[src/rtl/dat_write.sv]
// SD DAT-line block transmitter: start bit, data, per-line CRC16, end bit,
// then CRC status token capture and card-busy wait on DAT0.
module dat_write #(
  parameter int MaxBlockBitSize = 10,
  parameter int StatusTimeout   = 8
) (
  input  logic                       clk_i,
  input  logic                       rst_ni,
  input  logic                       sd_clk_en_i,
  input  logic                       start_i,
  input  logic [MaxBlockBitSize-1:0] block_size_i,
  input  logic                       bus_width_is_4_i,
  input  logic                       data_valid_i,
  output logic                       data_ready_o,
  input  logic [31:0]                data_i,
  input  logic [3:0]                 dat_i,
  output logic [3:0]                 dat_o,
  output logic                       dat_en_o,
  output logic                       busy_o,
  output logic                       done_o,
  output logic [2:0]                 crc_status_o,
  output logic                       crc_status_err_o,
  output logic                       timeout_o,
  output logic                       underrun_o
);

  localparam int CW = MaxBlockBitSize + 4;
  localparam logic [CW-1:0] ONE = CW'(1);
  localparam logic [CW-1:0] C3 = CW'(3);
  localparam logic [CW-1:0] C15 = CW'(15);
  localparam logic [CW-1:0] TO_LAST =
    CW'(StatusTimeout - 1);

  typedef enum logic [3:0] {
    S_IDLE, S_PREP, S_START, S_DAT, S_CRC,
    S_END, S_WAIT, S_STAT, S_BUSY, S_DONE
  } state_e;

  state_e state_q, state_d;
  logic [CW-1:0] cnt_q, cnt_d;
  logic [31:0] hold_q, word_q;
  logic hold_full_q;
  logic [3:0][15:0] crc_q;
  logic [2:0] status_q;
  logic err_q, timeout_q, underrun_q;

  logic tick, bus4, accept, load, go;
  logic set_to, cap_st, fin_st;
  logic word_end, dat_last;
  logic [CW-1:0] required;
  logic [7:0] cur_byte;
  logic [3:0] data_bits, crc_bits, start_bits;
  logic unused;

  function automatic logic [15:0] crc_step(
    input logic [15:0] c,
    input logic        b
  );
    logic fb;
    fb = c[15] ^ b;
    return {c[14:0], 1'b0} ^ (fb ? 16'h1021 : 16'h0000);
  endfunction

  assign tick = sd_clk_en_i;
  assign bus4 = bus_width_is_4_i;
  assign accept = data_valid_i & ~hold_full_q;
  assign data_ready_o = ~hold_full_q;
  assign busy_o = (state_q != S_IDLE);
  assign unused = ^dat_i[3:1];

  assign crc_status_o = status_q;
  assign crc_status_err_o = err_q;
  assign timeout_o = timeout_q;
  assign underrun_o = underrun_q;

  assign required = bus4 ? CW'({block_size_i, 1'b0})
                         : CW'({block_size_i, 3'b000});
  assign dat_last = (cnt_q == required - ONE);
  assign word_end = bus4 ? (cnt_q[2:0] == 3'd7)
                         : (cnt_q[4:0] == 5'd31);
  assign start_bits = bus4 ? 4'h0 : 4'hE;
  assign crc_bits = bus4 ?
    {crc_q[3][15], crc_q[2][15], crc_q[1][15], crc_q[0][15]} :
    {3'b111, crc_q[0][15]};

  // Pick the byte of the current word addressed by the bit counter
  always_comb begin
    if (bus4) cur_byte = word_q[{cnt_q[2:1], 3'b000} +: 8];
    else      cur_byte = word_q[{cnt_q[4:3], 3'b000} +: 8];
  end

  // Line values for the current data tick, MSB first
  always_comb begin
    data_bits = 4'hF;
    unique case (1'b1)
      bus4 && !cnt_q[0]: data_bits = cur_byte[7:4];
      bus4 && cnt_q[0]:  data_bits = cur_byte[3:0];
      default: data_bits = {3'b111, cur_byte[~cnt_q[2:0]]};
    endcase
  end

  // Next state, counter and line drive
  always_comb begin
    state_d  = state_q;
    cnt_d    = cnt_q;
    load     = 1'b0;
    go       = 1'b0;
    set_to   = 1'b0;
    cap_st   = 1'b0;
    fin_st   = 1'b0;
    dat_o    = 4'hF;
    dat_en_o = 1'b0;
    done_o   = 1'b0;
    unique case (state_q)
      S_IDLE: if (tick && start_i) begin
        go = 1'b1;
        cnt_d = '0;
        state_d = S_PREP;
      end
      S_PREP: begin
        dat_en_o = 1'b1;
        if (tick && hold_full_q) begin
          load = 1'b1;
          state_d = S_START;
        end
      end
      S_START: begin
        dat_en_o = 1'b1;
        dat_o = start_bits;
        if (tick) begin
          cnt_d = '0;
          state_d = S_DAT;
        end
      end
      S_DAT: begin
        dat_en_o = 1'b1;
        dat_o = data_bits;
        if (tick) begin
          if (dat_last) begin
            cnt_d = '0;
            state_d = S_CRC;
          end else begin
            cnt_d = cnt_q + ONE;
            load = word_end;
          end
        end
      end
      S_CRC: begin
        dat_en_o = 1'b1;
        dat_o = crc_bits;
        if (tick) begin
          cnt_d = cnt_q + ONE;
          if (cnt_q == C15) begin
            cnt_d = '0;
            state_d = S_END;
          end
        end
      end
      S_END: begin
        dat_en_o = 1'b1;
        if (tick) begin
          cnt_d = '0;
          state_d = S_WAIT;
        end
      end
      S_WAIT: if (tick) begin
        cnt_d = cnt_q + ONE;
        if (!dat_i[0]) begin
          cnt_d = '0;
          state_d = S_STAT;
        end else if (cnt_q == TO_LAST) begin
          set_to = 1'b1;
          state_d = S_DONE;
        end
      end
      S_STAT: if (tick) begin
        cnt_d = cnt_q + ONE;
        if (cnt_q == C3) begin
          fin_st = 1'b1;
          cnt_d = '0;
          state_d = S_BUSY;
        end else begin
          cap_st = 1'b1;
        end
      end
      S_BUSY: if (tick && dat_i[0]) state_d = S_DONE;
      S_DONE: if (tick) begin
        done_o = 1'b1;
        state_d = S_IDLE;
      end
      default: state_d = S_IDLE;
    endcase
  end

  // State and bit counter registers
  always_ff @(posedge clk_i or negedge rst_ni) begin
    if (!rst_ni) begin
      state_q <= S_IDLE;
      cnt_q <= '0;
    end else begin
      state_q <= state_d;
      cnt_q <= cnt_d;
    end
  end

  // Holding register and word register; underrun sends zeros
  always_ff @(posedge clk_i or negedge rst_ni) begin
    if (!rst_ni) begin
      hold_q <= '0;
      hold_full_q <= 1'b0;
      word_q <= '0;
    end else begin
      if (load) word_q <= hold_full_q ? hold_q : '0;
      if (accept) hold_q <= data_i;
      hold_full_q <= accept | (hold_full_q & ~load);
    end
  end

  // Per-line CRC16: accumulate over data, then shift out
  always_ff @(posedge clk_i or negedge rst_ni) begin
    if (!rst_ni) begin
      crc_q <= '0;
    end else if (state_q == S_IDLE) begin
      crc_q <= '0;
    end else if (tick && state_q == S_DAT) begin
      for (int i = 0; i < 4; i++)
        crc_q[i] <= crc_step(crc_q[i], data_bits[i]);
    end else if (tick && state_q == S_CRC) begin
      for (int i = 0; i < 4; i++)
        crc_q[i] <= {crc_q[i][14:0], 1'b0};
    end
  end

  // Completion flags and status token capture
  always_ff @(posedge clk_i or negedge rst_ni) begin
    if (!rst_ni) begin
      status_q <= '0;
      err_q <= 1'b0;
      timeout_q <= 1'b0;
      underrun_q <= 1'b0;
    end else if (go) begin
      status_q <= '0;
      err_q <= 1'b0;
      timeout_q <= 1'b0;
      underrun_q <= 1'b0;
    end else begin
      if (load && state_q == S_DAT && !hold_full_q)
        underrun_q <= 1'b1;
      if (set_to) timeout_q <= 1'b1;
      if (cap_st) status_q <= {status_q[1:0], dat_i[0]};
      if (fin_st) err_q <= (status_q != 3'b010);
    end
  end

endmodule
[config.mk]
export PLATFORM = sky130hd
export DESIGN_NAME = dat_write
export DESIGN_NICKNAME = d
export VERILOG_FILES = /design/src/rtl/dat_write.sv
export SDC_FILE = /design/constraint.sdc
export NUM_CORES = 1
export LEC_CHECK = 0
export ABC_AREA = 1
export CAP_MARGIN = 5
export CORE_ASPECT_RATIO = 1.4
export CORE_MARGIN = 2
export CORE_UTILIZATION = 41
export CTS_CLUSTER_SIZE = 24
export DETAILED_ROUTE_END_ITERATION = 10
export GPL_TIMING_DRIVEN = 0
export HOLD_SLACK_MARGIN = 0.06
export PLACE_DENSITY = 0.59
export SYNTH_ARGS = -nofsm -noshare
export SYNTH_HDL_FRONTEND = slang
export SYNTH_SLANG_ARGS = --single-unit
[constraint.sdc]
create_clock -name clk_i -period 2.5 [get_ports clk_i]
set_input_delay 0.375 -clock clk_i [delete_from_list [all_inputs] [get_ports clk_i]]
set_output_delay 0.375 -clock clk_i [all_outputs]
set_load 0.005 [all_outputs]
==> impl_metrics.yaml <==
sta:
  clock.fmax_ghz: 0.377
  rsz0062_at_grt: "yes"
  tightest_slew_ns: 0.580
  drv_slew: 0
  slew_headroom_pct: 61.3
  hold_viol: 0
  setup_slack_ns: -0.150
  fin_crit_sh_pct: 106
  finalClockSkew_ns: 0.00760
  finalSetupViolations: 2
  min_period_ns: 2.65
route:
  wl_um: 20200
  detail-route-antenna-nets: 0
  met2_length_um: 10300
  firstDrtPassIters: 5
  wl_met3_um: 625
  wl_met1_um: 8640
  routedWlPerCell_um: 14.7
  drc: 0
  drt_iter0_markers: 381
  viasPerCell: 5.04
  highest_layer: "met4"
  vias: 6898
final_layout:
  areaGrowthSynthToFinish_pct: 29.8
  final_common_cell: "nand2_1"
  layout-drive-gt1-share_pct: 20.5
  antennaDiodeCount: 0
  finish.net_count: 1163
  final_util_pct: 54.0
  layout_common_cells: "nand2_1 (252), dfrtp_1 (147), inv_1 (141)"
  stdcell_area_mm2: 0.0103
run:
  cap_violations: 0
placement:
  portBuffers: 61
  hpwl_um: 13700
  dpl_cell_area_mm2: 0.00889
  place_congestion: 0.947
logic_synthesis:
  synth_edf_count: 0
  syn_area_per_cell_um2: 8.04
  synthSimpleGateAreaFrac_pct: 25.2
  async_reset_ff_share_pct: 100
  syn-num-nets: 1043
  post_synth_xor_area_fraction_pct: 2.11
  ys_ff_latch: 153
  yosys_warnings: 0
  synthCells: 987
  synth_compound_area_share_pct: 9.00
  synth_mux_area_share_pct: 4.54
  syn_area_mm2: 0.00794
  synth_top_family_by_area: "simple AND/OR/NAND/NOR gates"
  yosys_most_used_dff: "dfrtp_1"
  ys_types: 42
  yosysSeqAreaShare_pct: 48.2
  synthAdderAreaFrac_pct: 0.631
run_status:
  violations: "negative setup slack"
  status: "finished, violations left"
worst_setup_path:
  r2r_end: "cnt_q[3]"
  cp.required_ns: 2.12
  cpMostUsedCell: "nand3_2"
  slowest_stage: "dfrtp_2"
  path_cells: "inv_4 > nand2_4 > nand2_4 > buf_6 > nand2_1 > nand3_2 > nand3_1 > nand3_2 > nand3_2 > nand3_4 > nand2_2 > o211ai_1 > buf_2"
  r2r_cells: 12
  worst-path-buf-inv: 3
  critical-path-top-delay-family: "simple AND/OR/NAND/NOR gates"
  crit_type: "flop to output pin"
  worstPathMaxFanout: 5
  cpPeakStageDelay_ns: 0.47
  arrival_ns: 2.28
  rr_startpoint: "cnt_q[1]"
  end_kind: "output pin"
  startpoint_type: "flop"
  rrSetupSlack_ns: 0.13
clock_tree:
  cts_tree: "built"
  root_buffer: "clkbuf_16"
  clock_path_buffers: 2
  clock-sinks: 153
  cts.clk_slew.worst_paths_ns: 0.07
  numCtsBuffers: 17
  htree_levels: 4
  clock_latency_ns: 0.43
pwr:
  ir_drop_mv: 0.492
  leakage_nw: 5.01
  powerDensity_mw_per_mm2: 1000
global_route:
  antenna_found_initial: 0
  grt_pass1_wl_um: 33300
  grt_usage_pct: 20.4
  gr-total-overflow: 0
  grt_pass1_vias: 6855
  grt_start_max_net_pins: 115
floorplan:
  die_h_um: 169
  core_mm2: 0.0191
  initial_core_util_pct: 41.6
  placementRows: 60
  io_pins: 66
  die_w_um: 122
  die_area_mm2: 0.0205
min_path:
  min_path_type: "input port to async pin"
-- layout make-up --
cell class	instances	area, um2
Sequential cell	153	3840
Multi-Input combinational cell	636	3720
Fill cell	1798	8770
Timing Repair Buffer	101	983
Buffer	39	259
Clock inverter	14	138
Inverter	159	616
Tap cell	248	310
Clock buffer	18	439
-- worst register-to-register path, cell delays in order, from the launching register on --
cell,delay [ns]
dfrtp_2,0.45
ha_1,0.28
inv_1,0.06
nor3_1,0.21
inv_1,0.09
or3_1,0.39
nand2_1,0.12
nand2_1,0.06
nor2_1,0.20
nand3_4,0.12
buf_4,0.17
nand2_1,0.07
inv_2,0.03
-- cells in the mapped netlist (2+ instances only) --
cell type    n  area (um2)
nand4_1     10        62.6
dfrtp_1    153        3830
nand2_4      3        33.8
o22ai_1     42         263
nor4_1       5        31.3
buf_2        5        25.0
nor2_2       3        18.8
clkbuf_1    20        75.1
inv_1      148         556
a21oi_1     17        85.1
nor2_1      39         146
nand3_1    112         561
xor2_1      12         105
nand2_1    271        1020
o21ai_1      8        40.0
xnor2_1      2        17.5
clkinv_1     2        7.51
o21ai_0     42         210
inv_2        9        33.8
o211ai_1     3        22.5
buf_1        3        11.3
nor3_2       2        20.0
o31ai_1      3        22.5
xnor3_1      2        45.0
buf_6        6        67.6
nand3b_1     2        15.0
mux2_2      32         360
ha_1         4        50.1
buf_4        5        37.5
nor3_1      10        50.1
-- worst max-delay path by stage --
stage | startpoint | slack [ns] | endpoint | depth (start not counted)
CTS | cnt_q[3] | -0.15 | dat_o[0] | 14
finish | cnt_q[1] | -0.15 | dat_o[0] | 13
global route | bus_width_is_4_i | -0.21 | dat_o[0] | 16
floorplan | bus_width_is_4_i | 0.22 | word_q[2] | 18
global placement | rst_ni | -5.43 | timeout_o | 1
detailed placement | bus_width_is_4_i | -1.24 | dat_o[0] | 15
-- flip-flops by register name, indices dropped and copies added (netlist names) --
signal	cells
crc_q	64
hold_q	32
word_q	32
cnt_q	14
state_q	4
crc_status_o	3
crc_status_err_o	1
hold_full_q	1
timeout_o	1
underrun_o	1
-- power breakdown --
group	leakage (nW)	total (mW)	switching, mW	internal (mW)
Clock	0.283	2.55	1.13	1.42
Sequential	2.01	3.59	0.441	3.15
Combinational	2.72	4.17	2.43	1.73
Total	5.01	10.3	4.00	6.31
-- cells by family (layout without fill, tap and decap cells) --
| kind of cell | after synthesis | after routing |
|---|---|---|
| mux | 32 | 32 |
| flops | 153 | 153 |
| simple gates | 461 | 461 |
| buf+inv | 198 | 331 |
| compound gates | 123 | 123 |
| fa+ha+maj | 4 | 4 |
| xor+xnor | 16 | 16 |
-- routing by layer --
metal / track usage [%] / vias up
li1: - / 3440
met1: 24.8 / 3280
met3: 3.37 / 46
met4: 8.10 / 0
met2: 35.7 / 132
met5: 0 / -
-- stage by stage --
step	TNS (ns)	cells	setup slack [ns]	hold slack, ns	power (mW)
CTS	-0.153	1352	-0.153	0.404	9.99
detailed placement	-39.58	1297	-1.24	0.284	7.14
global route	-1.51	1368	-0.214	0.427	11.0
floorplan	0	987	0.219	0.0794	5.92
finish	-0.244	1368	-0.150	0.410	10.3
global placement	-866.17	1296	-5.43	0.462	7.10
-- repair_timing --
item / 4_1_cts / 5_1_grt
setup endpoints to repair: 60 / 85
hold endpoints to repair: 39 / 0
resized for setup: 90 / 63
hold buffers: 1 / 0
pin swaps: 15 / 20
gates cloned: 2 / 3
setup buffers: 20 / 13
Power figures use the tool's default switching activity.
